File: src/rtl/alu_pkg.sv
// Shared op codes, widths and request/response records for the add/mul dispatcher.
// Results are RES_W wide; adder sums are zero-extended into that width.
package alu_pkg;

  localparam logic OP_ADD = 1'b0;
  localparam logic OP_MUL = 1'b1;

  localparam int OPND_W = 4;
  localparam int TAG_W  = 4;
  localparam int SUM_W  = OPND_W + 1;
  localparam int RES_W  = 2 * OPND_W;

  typedef struct packed {
    logic              op;
    logic [OPND_W-1:0] a;
    logic [OPND_W-1:0] b;
    logic [TAG_W-1:0]  tag;
  } req_t;

  typedef struct packed {
    logic             op;
    logic [TAG_W-1:0] tag;
    logic [RES_W-1:0] data;
  } rsp_t;

  function automatic logic [RES_W-1:0] pick_result(input logic op,
                                                   input logic [SUM_W-1:0] sum,
                                                   input logic [RES_W-1:0] prod);
    return (op == OP_MUL) ? prod : {{(RES_W-SUM_W){1'b0}}, sum};
  endfunction

endpackage

File: src/rtl/sync_fifo.sv
// Single-clock FIFO, registered full/empty, head visible combinationally on pop_dat.
// Push ignored when full, pop ignored when empty; simultaneous push and pop are allowed.
module sync_fifo #(
  parameter int WIDTH = 8,
  parameter int DEPTH = 4
) (
  input  logic             clk,
  input  logic             rst_n,
  input  logic             push_vld,
  input  logic [WIDTH-1:0] push_dat,
  output logic             full,
  input  logic             pop_rdy,
  output logic [WIDTH-1:0] pop_dat,
  output logic             empty
);

  localparam int AW = (DEPTH > 1) ? $clog2(DEPTH) : 1;

  typedef logic [AW:0] ptr_t;

  logic [WIDTH-1:0] mem_q [DEPTH];
  logic [WIDTH-1:0] mem_d [DEPTH];
  ptr_t             wr_ptr_q, wr_ptr_d;
  ptr_t             rd_ptr_q, rd_ptr_d;
  logic             do_push, do_pop;

  // Index wraps at DEPTH (not 2**AW) and flips the lap bit, so any depth works.
  function automatic ptr_t ptr_inc(input ptr_t p);
    if (p[AW-1:0] == AW'(DEPTH - 1)) begin
      return {~p[AW], {AW{1'b0}}};
    end
    return p + ptr_t'(1);
  endfunction

  assign empty   = (wr_ptr_q == rd_ptr_q);
  assign full    = (wr_ptr_q[AW] != rd_ptr_q[AW]) &&
                   (wr_ptr_q[AW-1:0] == rd_ptr_q[AW-1:0]);
  assign do_push = push_vld && !full;
  assign do_pop  = pop_rdy && !empty;
  assign pop_dat = mem_q[rd_ptr_q[AW-1:0]];

  always_comb begin
    mem_d    = mem_q;
    wr_ptr_d = wr_ptr_q;
    rd_ptr_d = rd_ptr_q;
    if (do_push) begin
      mem_d[wr_ptr_q[AW-1:0]] = push_dat;
      wr_ptr_d                = ptr_inc(wr_ptr_q);
    end
    if (do_pop) begin
      rd_ptr_d = ptr_inc(rd_ptr_q);
    end
  end

  always_ff @(posedge clk or negedge rst_n) begin
    if (!rst_n) begin
      mem_q    <= '{default: '0};
      wr_ptr_q <= '0;
      rd_ptr_q <= '0;
    end else begin
      mem_q    <= mem_d;
      wr_ptr_q <= wr_ptr_d;
      rd_ptr_q <= rd_ptr_d;
    end
  end

endmodule

File: src/rtl/alu_dispatch.sv
// Queues add/mul requests, issues them credit-gated to an external registered adder/multiplier, returns in order.
// Accept at edge K -> rsp_valid after K+3; req_ready falls only on a full request FIFO, stalled responses hold.
module alu_dispatch
  import alu_pkg::*;
#(
  parameter int REQ_DEPTH = 4,
  parameter int RSP_DEPTH = 2
) (
  input  logic              clk,
  input  logic              rst_n,
  input  logic              req_valid,
  output logic              req_ready,
  input  logic              req_op,
  input  logic [OPND_W-1:0] req_a,
  input  logic [OPND_W-1:0] req_b,
  input  logic [TAG_W-1:0]  req_tag,
  output logic [OPND_W-1:0] aa,
  output logic [OPND_W-1:0] ab,
  output logic [OPND_W-1:0] ma,
  output logic [OPND_W-1:0] mb,
  input  logic [SUM_W-1:0]  aout,
  input  logic [RES_W-1:0]  mout,
  output logic              rsp_valid,
  input  logic              rsp_ready,
  output logic              rsp_op,
  output logic [TAG_W-1:0]  rsp_tag,
  output logic [RES_W-1:0]  rsp_data
);

  localparam int CW = $clog2(RSP_DEPTH + 1);

  req_t              req_in, req_head;
  rsp_t              rsp_in, rsp_head;
  logic              req_full, req_empty;
  logic              rsp_full, rsp_empty;
  logic              issue, rsp_push, rsp_pop;

  logic              live_q, live_d;
  logic [CW-1:0]     credits_q, credits_d;
  logic [OPND_W-1:0] aa_q, aa_d, ab_q, ab_d;
  logic [OPND_W-1:0] ma_q, ma_d, mb_q, mb_d;
  logic              s1_vld_q, s1_vld_d, s2_vld_q, s2_vld_d;
  logic              s1_op_q, s1_op_d, s2_op_q, s2_op_d;
  logic [TAG_W-1:0]  s1_tag_q, s1_tag_d, s2_tag_q, s2_tag_d;

  assign req_in    = '{op: req_op, a: req_a, b: req_b, tag: req_tag};
  assign req_ready = live_q && !req_full;

  sync_fifo #(
    .WIDTH ($bits(req_t)),
    .DEPTH (REQ_DEPTH)
  ) u_req_fifo (
    .clk      (clk),
    .rst_n    (rst_n),
    .push_vld (req_valid && req_ready),
    .push_dat (req_in),
    .full     (req_full),
    .pop_rdy  (issue),
    .pop_dat  (req_head),
    .empty    (req_empty)
  );

  // A credit covers an op from issue until its response leaves the buffer.
  assign issue    = !req_empty && (credits_q != '0);
  assign rsp_push = s2_vld_q;
  assign rsp_pop  = !rsp_empty && rsp_ready;
  assign rsp_in   = '{op: s2_op_q, tag: s2_tag_q, data: pick_result(s2_op_q, aout, mout)};

  sync_fifo #(
    .WIDTH ($bits(rsp_t)),
    .DEPTH (RSP_DEPTH)
  ) u_rsp_fifo (
    .clk      (clk),
    .rst_n    (rst_n),
    .push_vld (rsp_push),
    .push_dat (rsp_in),
    .full     (rsp_full),
    .pop_rdy  (rsp_pop),
    .pop_dat  (rsp_head),
    .empty    (rsp_empty)
  );

  assert property (@(posedge clk) disable iff (!rst_n) !(rsp_push && rsp_full));

  always_comb begin
    live_d    = 1'b1;
    credits_d = credits_q - CW'(issue) + CW'(rsp_pop);
    aa_d      = aa_q;
    ab_d      = ab_q;
    ma_d      = ma_q;
    mb_d      = mb_q;
    s1_vld_d  = issue;
    s1_op_d   = req_head.op;
    s1_tag_d  = req_head.tag;
    s2_vld_d  = s1_vld_q;
    s2_op_d   = s1_op_q;
    s2_tag_d  = s1_tag_q;
    if (issue) begin
      if (req_head.op == OP_MUL) begin
        ma_d = req_head.a;
        mb_d = req_head.b;
      end else begin
        aa_d = req_head.a;
        ab_d = req_head.b;
      end
    end
  end

  always_ff @(posedge clk or negedge rst_n) begin
    if (!rst_n) begin
      live_q    <= 1'b0;
      credits_q <= CW'(RSP_DEPTH);
      aa_q      <= '0;
      ab_q      <= '0;
      ma_q      <= '0;
      mb_q      <= '0;
      s1_vld_q  <= 1'b0;
      s1_op_q   <= 1'b0;
      s1_tag_q  <= '0;
      s2_vld_q  <= 1'b0;
      s2_op_q   <= 1'b0;
      s2_tag_q  <= '0;
    end else begin
      live_q    <= live_d;
      credits_q <= credits_d;
      aa_q      <= aa_d;
      ab_q      <= ab_d;
      ma_q      <= ma_d;
      mb_q      <= mb_d;
      s1_vld_q  <= s1_vld_d;
      s1_op_q   <= s1_op_d;
      s1_tag_q  <= s1_tag_d;
      s2_vld_q  <= s2_vld_d;
      s2_op_q   <= s2_op_d;
      s2_tag_q  <= s2_tag_d;
    end
  end

  assign aa        = aa_q;
  assign ab        = ab_q;
  assign ma        = ma_q;
  assign mb        = mb_q;
  assign rsp_valid = !rsp_empty;
  assign rsp_op    = rsp_valid ? rsp_head.op   : 1'b0;
  assign rsp_tag   = rsp_valid ? rsp_head.tag  : '0;
  assign rsp_data  = rsp_valid ? rsp_head.data : '0;

endmodule

File: config.mk
export PLATFORM = sky130hd
export DESIGN_NAME = alu_dispatch
export DESIGN_NICKNAME = d
export VERILOG_FILES = /design/src/rtl/alu_pkg.sv /design/src/rtl/sync_fifo.sv /design/src/rtl/alu_dispatch.sv
export SDC_FILE = /design/constraint.sdc
export NUM_CORES = 1
export LEC_CHECK = 0
export BUFFER_PORTS_ARGS = -buffer_cell sky130_fd_sc_hd__buf_4
export CORE_UTILIZATION = 40
export DETAILED_ROUTE_END_ITERATION = 7
export HOLD_SLACK_MARGIN = 0.12
export PLACE_DENSITY = 0.59
export SYNTH_ARGS = -nofsm -noshare
export SYNTH_HDL_FRONTEND = slang
export SYNTH_SLANG_ARGS = --single-unit
File: constraint.sdc
create_clock -name clk -period 2 [get_ports clk]
set_input_delay 0.1 -clock clk [delete_from_list [all_inputs] [get_ports clk]]
set_output_delay 0.1 -clock clk [all_outputs]
set_load 0.02 [all_outputs]
Yosys cells after proc, flatten, opt, wreduce, memory -nomap -nowiden --
Index checks and enable logic that the tools add are counted.
Operators by class: $add $sub $neg 6, $lt $le $gt $ge 6, equality and inequality tests 8, muxes and demuxes 32, bitwise logic cells 9, reduce and logical (&&, ||, !) cells 19
Operator list (number):
- $mux 13 | 7
- $bwmux 52 | 1
- $bmux 13 s2 | 1
- $bwmux 26 | 1
- $demux 13 s2 | 1
- $mux 8 | 2
- $demux 13 s1 | 1
- $logic_and 1x1->1 | 12
- $mux 3 | 4
- $mux 1 | 9
- $mux 2 | 4
- $add 3x1->3 const B | 2
- $ge 3x3->1 const B | 2
- $not 2->3 | 2
- $not 1->1 | 5
- $add 2x1->2 const B | 2
- $eq 2x2->1 | 2
- $eq 2x2->1 const B | 2
- $ge 2x2->1 const B | 2
- $logic_not 1->1 | 4
- $mux 4 | 1
- $not 1->2 | 2
- $reduce_and 2->1 | 2
- $eq 3x3->1 | 1
- 7 further kinds | 8
Word-level totals: register bits after elaboration 119, bits of input ports 30

Logic depth before layout (Yosys ltp) --
Gate-level depths: netlist of the first run.
word-level depth 8, depth in mapped cells 8, gate-level depth less buffers 7

Modules after synthesis --
A second synthesis of the first run with hierarchy kept.
Second synthesis, totals: cell total of the unflattened synthesis 346, area total of the unflattened synthesis 5581.6 um^2
By module, submodules not included:
- sync_fifo at u_req_fifo | times used 1, cells an instance 166, area an instance 2910.3 um^2, seq. area each 1451.4 um^2
- sync_fifo at u_rsp_fifo | times used 1, cells an instance 94, area an instance 1405.1 um^2, seq. area each 750.7 um^2
- alu_dispatch | times used 1, cells an instance 86, area an instance 1266.2 um^2, seq. area each 777.0 um^2

Worst setup path before layout of the first run --
Ideal clock, no wire load.
path type reg2reg, start reg u_req_fifo.rd_ptr_q[2], end reg credits_q[1], library setup time 75 ps, arrival 1950 ps, required time 1925 ps, path slack -26 ps, stages on the path, launching flop included 8, path buffers 0, period minus slack after synthesis 2026 ps, path through dfrtp_1 -> xnor2_2 -> a31oi_1 -> ha_1 -> inv_1 -> ha_1 -> xnor2_1 -> xnor2_1
Between the ends: word-level cells in the longest chain between the ends 5
RTL lines:
- start: declaration | line sync_fifo.sv:24 | ptr_t rd_ptr_q, rd_ptr_d;
- start signal: assignment | line sync_fifo.sv:63 | rd_ptr_q <= rd_ptr_d;
- $eq 3x3->1 | line sync_fifo.sv:35 | assign empty = (wr_ptr_q == rd_ptr_q);
- $logic_not 1->1 | line alu_dispatch.sv:64 | assign issue = !req_empty && (credits_q != '0);
- $logic_and 1x1->1 | line alu_dispatch.sv:64
- via issue | line alu_dispatch.sv:36 | logic issue, rsp_push, rsp_pop;
- $sub 2x1->2 | line alu_dispatch.sv:87 | credits_d = credits_q - CW'(issue) + CW'(rsp_pop);
- $add 2x1->2 | line alu_dispatch.sv:87
- via credits_d[1] | line alu_dispatch.sv:39 | logic [CW-1:0] credits_q, credits_d;
- end signal: assignment | line alu_dispatch.sv:112 | credits_q <= CW'(RSP_DEPTH);
- end signal: assignment | line alu_dispatch.sv:125 | credits_q <= credits_d;
- end: declaration | line alu_dispatch.sv:39
The timed path passes the listed nets, and every way through them passes these cells. A chain may end at the register's enable or synchronous reset.

Worst setup path after layout of the first run --
start reg u_req_fifo.rd_ptr_q[1], end reg u_req_fifo.mem_q[51] in the netlist's numbering
Between the ends: word-level cells in the longest chain between the ends 6
RTL lines:
- $eq 2x2->1 * | line sync_fifo.sv:37 | (wr_ptr_q[AW-1:0] == rd_ptr_q[AW-1:0]);
- $logic_and 1x1->1 * | line sync_fifo.sv:36 | assign full = (wr_ptr_q[AW] != rd_ptr_q[AW]) &&
- $logic_not 1->1 * | line sync_fifo.sv:38, alu_dispatch.sv:47
- $logic_and 1x1->1 | line alu_dispatch.sv:47 | assign req_ready = live_q && !req_full;
- $logic_and 1x1->1 | line alu_dispatch.sv:55 | .push_vld (req_valid && req_ready),
- $logic_and 1x1->1 * | line sync_fifo.sv:38 | assign do_push = push_vld && !full;
- end signal: assignment | line sync_fifo.sv:61 | mem_q <= mem_d;
- end: declaration | line sync_fifo.sv:21 | logic [WIDTH-1:0] mem_q [DEPTH];
Mark *: on every way between the ends. The rest lies on a longest branch, timed or not.

==> impl_metrics.tcl, run 1 <==
set metrics [dict create \
    cellPowerDensity_nw_per_um2 1170 \
    vdd_ir_drop_max_uv 693 \
    final_area_um2 7000 \
    period_share_pct 95.2 \
    rsz0062_at_grt "true" \
    setup_viol_count_final 0 \
    place_inst 577 \
    synthDistinctLibCells 32 \
    hold_path_class "in2async" \
    hold_violations 0 \
    async_flop_share_pct 100 \
    clockBufferDepth 2 \
    grt.total_usage_pct 17.1 \
    cts-htree-levels 4 \
    rows 41 \
    synth-edff-count 0 \
    syn_area_per_cell_um2 15.7 \
    wl_per_cell_um 16.0 \
    crit_type "reg2reg" \
    cts_tree "yes" \
    p_switching_w 0.00208 \
    synth_top_cell_by_area "dfrtp_1" \
    initial_utilization_pct 41.1 \
    clkPwrFrac_pct 38.6 \
    grt_pass1_wl_um 16800 \
    status "finished clean" \
    p_total_w 0.00822 \
    synth_top_area_share_pct 56.7 \
    critPathArrivalTime_ns 2.18 \
    root_buffer "clkbuf_16" \
    cts_buffers 17 \
    swShare_pct 25.3 \
    worstSetupPathDepth 4 \
    antenna_found_initial 0 \
    syn-cell-area_um2 5210 \
    cts.clk_slew.worst_paths_ns 0.05 \
    port_buffers 60 \
    drive_gt1_share_pct 46.5 \
    drt-pass1-iter-count 4 \
    gp_congestion 0.738 \
    viasPerCell 4.84 \
    min_period_ns 1.90 \
    finalMaxSlewViolations 0 \
    cp.required_ns 2.28 \
    ff2ff_path_depth 4 \
    placed_area_um2 6060 \
    die-area_um2 13500 \
    dieHeight_um 116 \
    hpwl_um 6630 \
    crit_buf_inv 1 \
    synth_most_common_cell "dfrtp_1" \
    crit_family "flip-flops" \
    route.detailed.drc 0 \
    vias 3086 \
    p_int_w 0.00613 \
    gr-total-overflow 0 \
    final_nets 489 \
    core_area_um2 12700 \
    tns_ns 0 \
    grt_max_degree 64 \
    p_comb_share_pct 19.1 \
    synth-main-ff-cell "dfrtp_1" \
    skew_ns 0.00953 \
    slowest_stage "dfrtp_1" \
    cp_cell_sequence "xor2_2, o311ai_2, buf_4, mux2_1" \
    layoutNonFillerInstCount 637 \
    grt_pass1_vias 3278 \
    p_seq_share_pct 42.3 \
    cp-start-kind "flop" \
    drtIter0Drc 126 \
    drt-total-wl_um 10200 \
    ys_warn_count 0 \
    ys_seq_area_share_pct 57.2 \
    synth_area_leaders "dfrtp_1 57%, mux2_2 16%, mux2_1 6.9%" \
    io-pin-count 61 \
    clock_latency_ns 0.40 \
    crit_fanout 8 \
    clock-sinks 119 \
    ys_seq_elements 119 \
    synthTopCellsByCount "118 x dfrtp_1, 72 x mux2_2, 32 x mux2_1" \
    synthCells 332 \
    max_stage_delay_ns 0.49 \
    die_x_um 116 \
    ant_nets 0 \
    syn_to_final_growth_pct 34.3 \
    tightest_slew_ns 0.581 \
    synth.net_count 369 \
    drv_cap 0 \
    endpoint_kind "flop" \
    post-cts-setup-buffer-count 0 \
    clock.fmax_mhz 525 \
    diodes 0 \
    slew-limit-headroom_pct 61.3 \
    p_leak_nw 3.21 \
]
[worst reg2reg max path: stages (launching register included)]
cell and delay (ns):
dfrtp_1 0.49, xor2_2 0.30, o311ai_2 0.42, buf_4 0.24, mux2_1 0.33
[metrics by stage]
stage	util [%]	hold slack, ns	worst slack [ns]
after floorplan	-	-0.196	0.0618
after global placement	47.9	0.0855	0.112
after detailed placement	47.9	0.0910	0.0362
after CTS	55.0	0.221	0.0266
after global routing	55.2	0.251	-0.0189
final	55.2	0.209	0.0959
[sequential cells by signal (all words and copies together) (netlist names)]
register             cells
aa                       4
rsp_push                 1
s1_op_q                  1
ab                       4
credits_q                2
s1_vld_q                 1
mb                       4
s2_op_q                  1
u_rsp_fifo.mem_q        26
u_req_fifo.mem_q        52
ma                       4
u_req_fifo.rd_ptr_q      3
live_q                   1
u_req_fifo.wr_ptr_q      3
u_rsp_fifo.wr_ptr_q      2
s2_tag_q                 4
u_rsp_fifo.rd_ptr_q      2
s1_tag_q                 4
[placed cells by master (no fill, tap or decap), types with 5 or more instances in the layout]
master | Yosys | layout
buf_4 | 3 | 83
clkbuf_16 | 0 | 17
clkinvlp_4 | 0 | 5
dfrtp_1 | 118 | 118
dlygate4sd3_1 | 0 | 28
ha_1 | 7 | 7
inv_1 | 8 | 8
mux2_1 | 32 | 32
mux2_2 | 72 | 72
mux2i_1 | 14 | 14
mux4_2 | 13 | 13
nor2_1 | 17 | 17
xnor2_1 | 8 | 6
[cells by family (layout without fill, tap and decap cells)]
| family | after synthesis | count (layout) | synth area share, % |
|---|---|---|---|
| mux | 131 | 131 | 30.8 |
| flops | 119 | 119 | 57.2 |
| simple gates | 23 | 23 | 1.90 |
| buf+inv | 22 | 155 | 2.06 |
| xor+xnor | 15 | 15 | 2.95 |
| compound gates | 14 | 14 | 3.39 |
| fa+ha+maj | 7 | 7 | 1.68 |
| other cells | 1 | 1 | 0.0720 |
[power by group through the flow]
stage | Clock (W) | Combinational (W) | Sequential, W
2_1_floorplan | 0 | 0.00111 | 0.00336
3_3_place_gp | 0 | 0.00144 | 0.00348
3_5_place_dp | 0 | 0.00148 | 0.00350
4_1_cts | 0.00324 | 0.00157 | 0.00347
5_1_grt | 0.00335 | 0.00173 | 0.00355
6_report | 0.00318 | 0.00157 | 0.00347
[layout make-up]
cell class	instances	area (um^2)
Fill cell	1036	5670
Timing Repair Buffer	115	983
Multi-Input combinational cell	191	2170
Tap cell	172	215
Sequential cell	119	2980
Clock inverter	12	176
Inverter	8	30.0
Clock buffer	20	447
[layer usage]
metal  track usage (%)  vias to the layer above  share of wire, %
met3              4.93                        4               3.3
met2              27.7                       55                50
met5                 0                        -                 0
li1                  -                     1438                 -
met4              6.41                        0              0.58
met1              21.9                     1589                46
[final timing paths]
| kind | from | endpoint | slack [ns] |
|---|---|---|---|
| setup / recovery | u_req_fifo.rd_ptr_q[1] | u_req_fifo.mem_q[51] | 0.1 |
| hold / removal | rst_n | mb[0] | 0.21 |
| setup reg to reg | u_req_fifo.rd_ptr_q[1] | u_req_fifo.mem_q[51] | 0.1 |
| hold reg to reg | s1_tag_q[2] | s2_tag_q[2] | 0.35 |
| max in group asynchronous | rst_n | credits_q[1] | 1.07 |
| min in group clk | s1_tag_q[2] | s2_tag_q[2] | 0.35 |
[repair_timing]
item / 4_1_cts / 5_1_grt
setup endpoints to repair: 0 / 21
hold buffers: 28 / 0
endpoints found under the hold margin: 179 / 0
resized for setup: 0 / 4
(Power assumes the default switching activity.)
==> run 2, diff against run 1 <==
--- a/config.mk
+++ b/config.mk
@@ -9,7 +9,6 @@
 export CORE_UTILIZATION = 40
 export DETAILED_ROUTE_END_ITERATION = 7
 export HOLD_SLACK_MARGIN = 0.12
-export PLACE_DENSITY = 0.59
 export SYNTH_ARGS = -nofsm -noshare
 export SYNTH_HDL_FRONTEND = slang
 export SYNTH_SLANG_ARGS = --single-unit
==> constraint.sdc (replaced) <==
create_clock -name clk -period 1.9 [get_ports clk]
set_input_delay 0.095 -clock clk [delete_from_list [all_inputs] [get_ports clk]]
set_output_delay 0.095 -clock clk [all_outputs]
set_load 0.02 [all_outputs]
==> impl_metrics.tcl, run 2 (synthesized netlist as in run 1, its figures left out) <==
set metrics [dict create \
    die-area_um2 13500 \
    layout_commonest_cell "dfrtp_1" \
    clockBufferDepth 2 \
    finalMaxSlewViolations 0 \
    crit_type "reg2reg" \
    vdd_ir_drop_max_uv 627 \
    cts-htree-levels 4 \
    wl_per_cell_um 15.8 \
    root_buffer "clkbuf_16" \
    vias 3077 \
    nFillCells 1009 \
    hold_path_class "in2async" \
    fin_util_pct 55.9 \
    setup_viol_count_final 0 \
    register_area_um2 2980 \
    grt.total_usage_pct 16.9 \
    grt_pass1_vias 3207 \
    max_flop_register "u_req_fifo.mem_q" \
    drv_cap 0 \
    cts_tree "yes" \
    hpwl_um 6700 \
    hold_violations 0 \
    drive_gt1_share_pct 47.4 \
    core_area_um2 12700 \
    grt_pass1_wl_um 16600 \
    slowest_stage "mux4_2" \
    cts.clk_slew.worst_paths_ns 0.06 \
    clock.fmax_mhz 532 \
    gp_congestion 0.701 \
    final_nets 488 \
    clock_latency_ns 0.41 \
    drtIter0Drc 92 \
    status "finished clean" \
    viasPerCell 4.84 \
    cp-start-kind "flop" \
    initial_utilization_pct 41.1 \
    io-pin-count 61 \
    clock-sinks 119 \
    diodes 0 \
    ant_nets 0 \
    crit_family "multiplexers" \
    r2r-start "u_req_fifo.rd_ptr_q[0]" \
    grt_max_degree 63 \
    syn_to_final_growth_pct 35.9 \
    cp_cell_sequence "mux4_2, a311oi_4, buf_12, mux2_2" \
    critPathArrivalTime_ns 2.17 \
    gr-total-overflow 0 \
    port_buffers 60 \
    skew_ns 0.00693 \
    antenna_found_initial 0 \
    dieHeight_um 116 \
    cts_buffers 17 \
    drt-total-wl_um 10100 \
    crit_fanout 8 \
    p_total_w 0.00878 \
    r2r_setup_slack_ns 0.02 \
    cellPowerDensity_nw_per_um2 1240 \
    top_regs "u_req_fifo.mem_q: 52 flops, u_rsp_fifo.mem_q: 26 flops" \
    min_period_ns 1.88 \
    period_share_pct 99.0 \
    cp-startpoint "u_req_fifo.rd_ptr_q[0]" \
    route.detailed.drc 0 \
    p_leak_nw 3.24 \
    crit_buf_inv 1 \
    multi_input_area_um2 2190 \
    largest_register_ffs 52 \
    rsz0062_at_grt "true" \
    die_x_um 116 \
    mostFrequentLayoutCells "116 x dfrtp_1, 77 x buf_4, 71 x mux2_2" \
    cp.required_ns 2.19 \
    max_stage_delay_ns 0.59 \
    tns_ns 0 \
    endpoint_kind "flop" \
    rows 41 \
    drt-pass1-iter-count 4 \
]
[run 2: cell types whose count changed in the layout (fill, tap and decap cells not counted), sizes merged]
cell | previous run | this run
buf | 87 | 86
clkinv | 3 | 4
clkinvlp | 5 | 4
[run 2: layout make-up]
type,count,share of cell area (%)
Clock buffer,20,6.59
Clock inverter,12,2.46
Inverter,8,0.424
Multi-Input combinational cell,191,31.0
Sequential cell,119,42.1
Tap cell,172,3.04
Timing Repair Buffer,114,14.4
[run 2: repair_timing]
item / in CTS / in global routing
hold buffers: 28 / 0
pin swaps: 2 / 0
setup buffers: 2 / 0
endpoints found under the hold margin: 189 / 0
setup endpoints to repair: 16 / 14
resized for setup: 7 / 5
[run 2: layer usage]
layer	vias up	GRT usage [%]	share of wire, %
met5	-	0	0
met4	0	6.15	1.4
met3	14	5.19	3.2
met2	55	26.9	48
met1	1572	22.0	48
li1	1436	-	-
[run 2: report_power, final]
part | switching [W] | leakage (nW) | total (W) | internal (W)
sequential | 0.000417 | 1.52 | 0.00366 | 0.00324
combinational | 0.000703 | 1.42 | 0.00171 | 0.00101
clock | 0.00112 | 0.304 | 0.00341 | 0.00229
total | 0.00224 | 3.24 | 0.00878 | 0.00654
[run 2: worst register-to-register path: cells and delay by family, from the launching register on]
family | cells | cell delay (ns)
muxes | 2 | 0.92
DFF | 1 | 0.40
buffers and inverters | 1 | 0.17
AOI/OAI and AO/OA | 1 | 0.28
[run 2: per-stage QoR]
step / cell area (um^2) / instances / setup WS (ns) / hold WS, ns
finish: 7080 / 636 / 0.0185 / 0.175
global route: 7080 / 636 / -0.0412 / 0.201
CTS: 7060 / 636 / 0.00142 / 0.183
detailed placement: 6090 / 575 / -0.0248 / 0.0709
global placement: 6090 / 575 / 0.0248 / 0.0682
floorplan: 5220 / 332 / -0.0382 / -0.201
[run 2: path summary, 6_finish.rpt]
kind	to	depth (start not counted)
worst max-delay path	aa[2]	4
worst min-delay path	mb[3]	2
worst max register to register	aa[2]	4
worst min register to register	s2_op_q	0
max in group asynchronous	s2_tag_q[3]	3
min in group clk	s2_op_q	0
